`config.mk`:
```
export PLATFORM = sky130hd
export DESIGN_NAME = stage_if_flat
export DESIGN_NICKNAME = d
export VERILOG_FILES = /design/src/rtl/stage_if_if.sv /design/src/rtl/stage_if.sv /design/src/flat_wrapper.sv
export SDC_FILE = /design/constraint.sdc
export NUM_CORES = 1
export LEC_CHECK = 0
export ABC_AREA = 1
export BUFFER_PORTS_ARGS = -buffer_cell sky130_fd_sc_hd__buf_4
export CELL_PAD_IN_SITES_DETAIL_PLACEMENT = 0
export CELL_PAD_IN_SITES_GLOBAL_PLACEMENT = 1
export CORE_ASPECT_RATIO = 1.2
export CORE_MARGIN = 5
export CORE_UTILIZATION = 25
export CTS_BUF_LIST = sky130_fd_sc_hd__clkbuf_4 sky130_fd_sc_hd__clkbuf_8
export DETAILED_ROUTE_END_ITERATION = 10
export PLACE_DENSITY_LB_ADDON = 0.2
export SLEW_MARGIN = 20
export SYNTH_ARGS = -nofsm -noshare
export SYNTH_HDL_FRONTEND = slang
export SYNTH_SLANG_ARGS = --single-unit
```
`constraint.sdc`:
```
create_clock -name clock -period 2.89 [get_ports clock]
set_input_delay 0.1445 -clock clock [delete_from_list [all_inputs] [get_ports clock]]
set_output_delay 0.1445 -clock clock [all_outputs]
set_load 0.02 [all_outputs]
```
`src/rtl/stage_if_if.sv`:
```
// Instruction-memory fetch bus between the IF stage (master) and the
// instruction memory (slave): request/address out, data/ready back.
interface stage_if_if;
    logic        imem_req;
    logic [31:0] imem_addr;
    logic [31:0] imem_data;
    logic        imem_ready;

    modport master (output imem_req, output imem_addr, input imem_data, input imem_ready);
    modport slave  (input imem_req, input imem_addr, output imem_data, output imem_ready);
endinterface

```
`src/rtl/stage_if.sv`:
```
// MIPS pipeline stage 1 (IF): owns the PC, fetches over a ready handshake and
// drives the IF/ID register, with one delay slot, a skid entry and redirect capture.
module stage_if #(
    parameter logic [31:0] RESET_PC = 32'h0000_0000
) (
    input  logic             clock,
    input  logic             reset_0,
    stage_if_if.master       mem,
    input  logic             stall,
    input  logic [1:0]       pc_select,
    input  logic [31:0]      pc_b,
    input  logic [31:0]      pc_j,
    input  logic [31:0]      a_id,
    output logic [31:0]      pc4_id,
    output logic [31:0]      instr_id
);
    typedef enum logic [1:0] {IDLE, FETCH, HOLD} state_t;

    state_t      state_reg,       state_next;
    logic [31:0] pc_reg,          pc_next;
    logic [31:0] pc4_id_reg,      pc4_id_next;
    logic [31:0] instr_id_reg,    instr_id_next;
    logic [31:0] skid_instr_reg,  skid_instr_next;
    logic [31:0] skid_pc4_reg,    skid_pc4_next;
    logic        redir_valid_reg, redir_valid_next;
    logic [31:0] redir_pc_reg,    redir_pc_next;

    logic        accept;
    logic        redirect;
    logic [31:0] target;
    logic [31:0] pc_plus4;

    always_ff @(posedge clock or negedge reset_0) begin
        if (!reset_0) begin
            state_reg       <= IDLE;
            pc_reg          <= RESET_PC;
            pc4_id_reg      <= 32'h0;
            instr_id_reg    <= 32'h0;
            skid_instr_reg  <= 32'h0;
            skid_pc4_reg    <= 32'h0;
            redir_valid_reg <= 1'b0;
            redir_pc_reg    <= 32'h0;
        end else begin
            state_reg       <= state_next;
            pc_reg          <= pc_next;
            pc4_id_reg      <= pc4_id_next;
            instr_id_reg    <= instr_id_next;
            skid_instr_reg  <= skid_instr_next;
            skid_pc4_reg    <= skid_pc4_next;
            redir_valid_reg <= redir_valid_next;
            redir_pc_reg    <= redir_pc_next;
        end
    end

    always_comb begin
        state_next       = state_reg;
        pc_next          = pc_reg;
        pc4_id_next      = pc4_id_reg;
        instr_id_next    = instr_id_reg;
        skid_instr_next  = skid_instr_reg;
        skid_pc4_next    = skid_pc4_reg;
        redir_valid_next = redir_valid_reg;
        redir_pc_next    = redir_pc_reg;

        pc_plus4 = pc_reg + 32'd4;
        accept   = ~stall;
        redirect = accept & (pc_select != 2'b00);
        case (pc_select)
            2'b01:   target = pc_b;
            2'b10:   target = a_id;
            2'b11:   target = pc_j;
            default: target = pc_plus4;
        endcase

        case (state_reg)
            IDLE: begin
                state_next = FETCH;
            end
            FETCH: begin
                if (mem.imem_ready) begin
                    redir_valid_next = 1'b0;
                    if (accept) begin
                        instr_id_next = mem.imem_data;
                        pc4_id_next   = pc_plus4;
                        // A live redirect beats one captured during an earlier wait.
                        if (redirect)
                            pc_next = target;
                        else if (redir_valid_reg)
                            pc_next = redir_pc_reg;
                        else
                            pc_next = pc_plus4;
                    end else begin
                        skid_instr_next = mem.imem_data;
                        skid_pc4_next   = pc_plus4;
                        pc_next         = redir_valid_reg ? redir_pc_reg : pc_plus4;
                        state_next      = HOLD;
                    end
                end else if (accept) begin
                    // The word in flight is the delay slot; park the target until it lands.
                    instr_id_next = 32'h0;
                    if (redirect) begin
                        redir_valid_next = 1'b1;
                        redir_pc_next    = target;
                    end
                end
            end
            HOLD: begin
                if (accept) begin
                    instr_id_next = skid_instr_reg;
                    pc4_id_next   = skid_pc4_reg;
                    if (redirect)
                        pc_next = target;
                    state_next = FETCH;
                end
            end
            default: begin
                state_next = IDLE;
            end
        endcase
    end

    assign mem.imem_req  = (state_reg == FETCH);
    assign mem.imem_addr = pc_reg;
    assign pc4_id        = pc4_id_reg;
    assign instr_id      = instr_id_reg;
endmodule

```
`src/flat_wrapper.sv`:
```
// flat-port wrapper written by rule: the top's interface ports become plain ports
module stage_if_flat 
#(
    parameter logic [31:0] RESET_PC = 32'h0000_0000
)
  (clock, reset_0, stall, pc_select, pc_b, pc_j, a_id, pc4_id, instr_id, mem_imem_req, mem_imem_addr, mem_imem_data, mem_imem_ready);
  stage_if_if mem_i ();
  input  logic clock;
  input  logic reset_0;
  input  logic stall;
  input  logic [1:0] pc_select;
  input  logic [31:0] pc_b;
  input  logic [31:0] pc_j;
  input  logic [31:0] a_id;
  output logic [31:0] pc4_id;
  output logic [31:0] instr_id;
  output wire logic [$bits(mem_i.imem_req)-1:0] mem_imem_req;
  output wire logic [$bits(mem_i.imem_addr)-1:0] mem_imem_addr;
  input wire logic [$bits(mem_i.imem_data)-1:0] mem_imem_data;
  input wire logic [$bits(mem_i.imem_ready)-1:0] mem_imem_ready;
  assign mem_imem_req = mem_i.imem_req;
  assign mem_imem_addr = mem_i.imem_addr;
  assign mem_i.imem_data = mem_imem_data;
  assign mem_i.imem_ready = mem_imem_ready;
  stage_if #(.RESET_PC(RESET_PC)) u_core (.clock(clock), .reset_0(reset_0), .mem(mem_i), .stall(stall), .pc_select(pc_select), .pc_b(pc_b), .pc_j(pc_j), .a_id(a_id), .pc4_id(pc4_id), .instr_id(instr_id));
endmodule
```
=== After elaboration in Yosys (flattened, before gate mapping) ===
Cells that the tools add are included.

* Register bits after elaboration: 195
* Output and inout port bits: 97

* Add/subtract/negate cells: 1
* Equal/unequal tests: 11
* Mux-type cells: 24
* Bitwise operators: 3
* Reduce and logical (&&, ||, !) cells: 11

{| class="wikitable"
|+ Operators with widths
! operator !! number
|-
| $mux 32 || 13
|-
| $pmux 32 s2 || 3
|-
| $pmux 32 s3 || 1
|-
| $add 32x3->32 const B || 1
|-
| $reduce_and 3->1 || 4
|-
| $reduce_and 4->1 || 3
|-
| $eq 2x2->1 const B || 3
|-
| $mux 2 || 3
|-
| $ne 2x1->1 const B || 3
|-
| $ne 2x2->1 const B || 3
|-
| $pmux 2 s3 || 1
|-
| $reduce_bool 2->1 || 3
|-
| $eq 2x1->1 const B || 2
|-
| $mux 1 || 3
|-
| $logic_not 2->1 || 1
|-
| $not 1->1 || 2
|-
| $and 1x1->1 || 1
|}

=== Depth between registers and ports, before layout ===
* Depth after elaboration: 6
* Gate-level depth with buffers: 12

=== Worst setup path after synthesis ===
No wires, ideal clock.

* Path type: reg2reg
* Start point: reg u_core.pc_reg[2] (netlist: u_core.mem.imem_addr[2])
* End point: reg u_core.pc_reg[24] (netlist: u_core.mem.imem_addr[24])
* Setup time: 117 ps
* Data arrival time: 1704 ps
* Required time: 2773 ps
* Setup slack: 1069 ps
* Stages on the path, launching flop included: 13
* Buffers on the path: 0
* Period minus slack after synthesis: 1821 ps
* Cell sequence: dfrtp_1 ha_1 nand2_1 nor2_2 nand2_1 nor2_4 nand2_1 nand2_1 nand2_1 nand2_1 nand3_1 nand3_1 nand2_1

* Word-level cells in the longest chain between the ends: 6

{| class="wikitable"
|+ Ends and longest elaborated chain
! element !! RTL line !! source
|-
| from (decl) || stage_if.sv:20 || <nowiki>logic [31:0] pc_reg, pc_next;</nowiki>
|-
| from (signal assigned) || stage_if.sv:45 || <nowiki>pc_reg <= pc_next;</nowiki>
|-
| $add 32x3->32 * || stage_if.sv:65 || <nowiki>pc_plus4 = pc_reg + 32'd4;</nowiki>
|-
| $pmux 32 s3 or $mux 32 (tied branches) || stage_if.sv:68, stage_if.sv:88, stage_if.sv:95 ||
|-
| $mux 32 || stage_if.sv:86 || <nowiki>if (redirect)</nowiki>
|-
| $mux 32 || stage_if.sv:82 || <nowiki>if (accept) begin</nowiki>
|-
| $mux 32 || stage_if.sv:80 || <nowiki>if (mem.imem_ready) begin</nowiki>
|-
| $pmux 32 s2 * || stage_if.sv:75 || <nowiki>case (state_reg)</nowiki>
|}

Mark *: on every way between the ends. The rest lies on a longest branch, timed or not. The select of a mux whose other input is x is not followed.
A chain may end at the register's enable or synchronous reset.

=== Final worst setup path ===
* Start point: reg u_core.pc_reg[13] (netlist: u_core.mem.imem_addr[13])
* End point: reg u_core.pc_reg[15] (netlist: u_core.mem.imem_addr[15])

The elaborated chain is that of the path after synthesis.

==> metrics.yaml <==
critPathRequiredTime_ps: 3280
fin_skew_ps: 19.32
syn_inst: 1472
htree_levels: 4
area_delta_synth_final_pct: 28.43
max_freq_mhz: 449.4
route.met3.wl_um: 1979
cp-start-kind: "register"
critical_path.most_common_cell: "nand2_1"
postSynthAreaPerCell_sq_um: 7.206
via_per_inst: 4.674
antenna_left: 0
p_per_area_nw_per_um2: 840.9
hold_ws_ps: 39.66
internal_power_w: 0.006314
clk_root_buffer_cell: "clkbuf_8"
maxCapViolCount: 0
dieArea_sq_um: 46670
first_iter_violations: 669
setup_viol: 0
grt-ovfl-total: 0
yosys.cell_types.count: 31
dr_wl_met2_um: 21440
critPathMaxFanout: 6
port_buffers: 230
grt_setup_unrepaired: "no"
insertedDiodeCount: 0
cts_made_buffers: 17
hpwlAfterDp_um: 29550
die_x_um: 198.0
detail_route.wl_per_cell_um: 18.46
fillerInstances: 4586
fin_tns_setup_ps: 0
worstHoldPathType: "primary input to register"
end_kind: "register"
cpPeakStageDelay_ps: 550
grt_usage_pct: 17.84
cts_setup_buffers: 0
grt_pass1_wl_um: 64220
rows: 82
grt_pass1_vias: 10681
clkTransAtPathRegs_ps: 110
ys_warn_count: 0
drc: 0
vias: 10535
antenna_found_initial: 0
cp_cell_sequence: "nand2_1 > nor2_1 > nand2_1 > o21ai_0 > nand2_1 > a21oi_1 > nand2_1 > nand3_1 > nand2_1"
p_leak_nw: 6.434
cts_sinks: 195
drive_above_1_share_pct: 18.33
period_minus_slack_ps: 2225
p_comb_share_pct: 42.3
crit_start: "u_core.mem.imem_addr[13]"
firstDrtPassIters: 5
ios: 231
clockPowerShare_pct: 16.9
fin_nets: 1830
cp_top_family: "simple AND/OR/NAND/NOR gates"
p_sw_share_pct: 44.89
crit_buf_inv: 0
cts_tree: "yes"
wl_met1_um: 17200
routed_wl_um: 41610
maxSlewViolCount: 0
slew_headroom_pct: 33.11
place_congestion: 0.8368
r2r-start: "u_core.mem.imem_addr[13]"
power_frac_seq_pct: 40.9
hold_viol: 0
min_from: "pc_b[23]"
ys_seq_area_share_pct: 46.00
power.switching_w: 0.005142
clock_path_buffers: 2
worst_pin_slew_ps: 1002
cts-resized-gates: 0
fin_crit_sh_pct: 76.99
clk-insertion-delay-late_ps: 500
core_sq_um: 41860
synth_fp_nets: 1607
critPathArrivalTime_ps: 2610
cpMaxStageDelayCell: "dfrtp_1"
ys_ff_latch: 195
worstSetupPathType: "register to register"
netlist_area_sq_um: 10610
initial_core_util_pct: 25.34
die_h_um: 235.6
ir_drop_uv: 367.0
status: "finished, final reports clean"
dr.max_layer_used: "met4"
grt_max_degree: 79
worst reg2reg max path, cell delays in order (launching register included):
cell and delay, ps:
dfrtp_1 550, nand2_1 130, nor2_1 280, nand2_1 160
o21ai_0 330, nand2_1 210, a21oi_1 230, nand2_1 70
nand3_1 100, nand2_1 50
cell usage after synthesis:
library cell / number / area (sq um)
nand2_1: 512 / 1922
dfrtp_1: 195 / 4880
nor2_1: 163 / 611.8
nand3_1: 116 / 580.6
o21ai_0: 95 / 475.5
inv_1: 75 / 281.5
a31oi_1: 68 / 425.4
a21oi_1: 51 / 255.2
clkbuf_1: 47 / 176.4
o21ai_1: 28 / 140.1
buf_2: 21 / 105.1
o211ai_1: 20 / 150.1
o21a_1: 15 / 112.6
buf_4: 9 / 67.56
inv_2: 9 / 33.78
xor2_1: 7 / 61.31
nand3b_1: 6 / 45.04
nor2_2: 6 / 37.54
nor2_4: 6 / 67.56
buf_1: 5 / 18.77
buf_6: 5 / 56.30
nand2_2: 3 / 18.77
xnor2_1: 2 / 17.52
a21oi_2: 1 / 8.760
and2_1: 1 / 6.260
and3_4: 1 / 11.26
clkinv_1: 1 / 3.750
ha_1: 1 / 12.51
o21bai_1: 1 / 7.510
o311ai_0: 1 / 8.760
or2_4: 1 / 8.760
routing by layer:
metal / track usage, % / up-vias
li1: - / 5239
met1: 21.70 / 5037
met2: 31.49 / 216
met3: 3.808 / 43
met4: 5.302 / 0
met5: 0 / -
power groups by stage:
stage	Sequential (W)	Clock (W)	Combinational, W
2_1_floorplan	0.00508	0	0.00219
3_3_place_gp	0.00474	0	0.00488
4_1_cts	0.00469	0.00201	0.00496
5_1_grt	0.00483	0.00211	0.00541
6_report	0.00468	0.00193	0.00484
3_5_place_dp	0.00474	0	0.00491
path summary, 6_finish.rpt:
check	cells after the start	slack, ps	to
worst max-delay path	9	660	u_core.mem.imem_addr[15]
worst min-delay path	3	40	u_core.redir_pc_reg[23]
worst max register to register	9	660	u_core.mem.imem_addr[15]
worst min register to register	2	480	u_core.skid_instr_reg[27]
max in group asynchronous	3	1960	u_core.mem.imem_addr[4]
min in group asynchronous	2	200	u_core.mem.imem_addr[29]
timing repair:
action                                  CTS  global route
hold buffers                             38             0
endpoints found under the setup margin    0             0
endpoints found under the hold margin   125             0
cell families after synthesis:
| logic type | after synthesis | share of synthesized area [%] |
|---|---|---|
| simple gates | 815 | 31.20 |
| compound gates | 280 | 14.93 |
| flops | 195 | 46.00 |
| buf+inv | 172 | 7.006 |
| xor+xnor | 9 | 0.7431 |
| fa+ha+maj | 1 | 0.1179 |
cell usage in the layout, fill, tap and decap left out, drive strengths merged, types with 2 or more instances in the layout:
master,instances
nand3,116
buf,252
clkinv,4
a31oi,68
o211ai,20
xnor2,2
o21ai,123
o21a,15
inv,94
nor2,175
nand3b,6
a21oi,52
dlygate4sd3,38
nand2,515
xor2,7
clkbuf,19
dfrtp,195
stage by stage:
stage          total power, W  cell area, sq um  util (%)  worst slack [ps]  instances
3_5_place_dp         0.009648             12840     30.67             749.0       2184
3_3_place_gp         0.009613             12840     30.67             769.6       2184
2_1_floorplan        0.007264             10610         -              1069       1472
6_report              0.01146             13620     32.54             665.0       2254
4_1_cts               0.01166             13620     32.54             717.6       2254
5_1_grt               0.01235             13620     32.54             494.7       2254
layout make-up:
type,instances,area (sq um),share of cell area [%]
multi-input combinational,1105,5000,36.70
sequential,195,4880,35.82
timing repair buffer,291,2336,17.15
tap,546,683.2,5.015
inverter,85,319.1,2.342
clock buffer,18,247.7,1.819
clock inverter,14,157.7,1.157
Power figures use the tool's default switching activity.
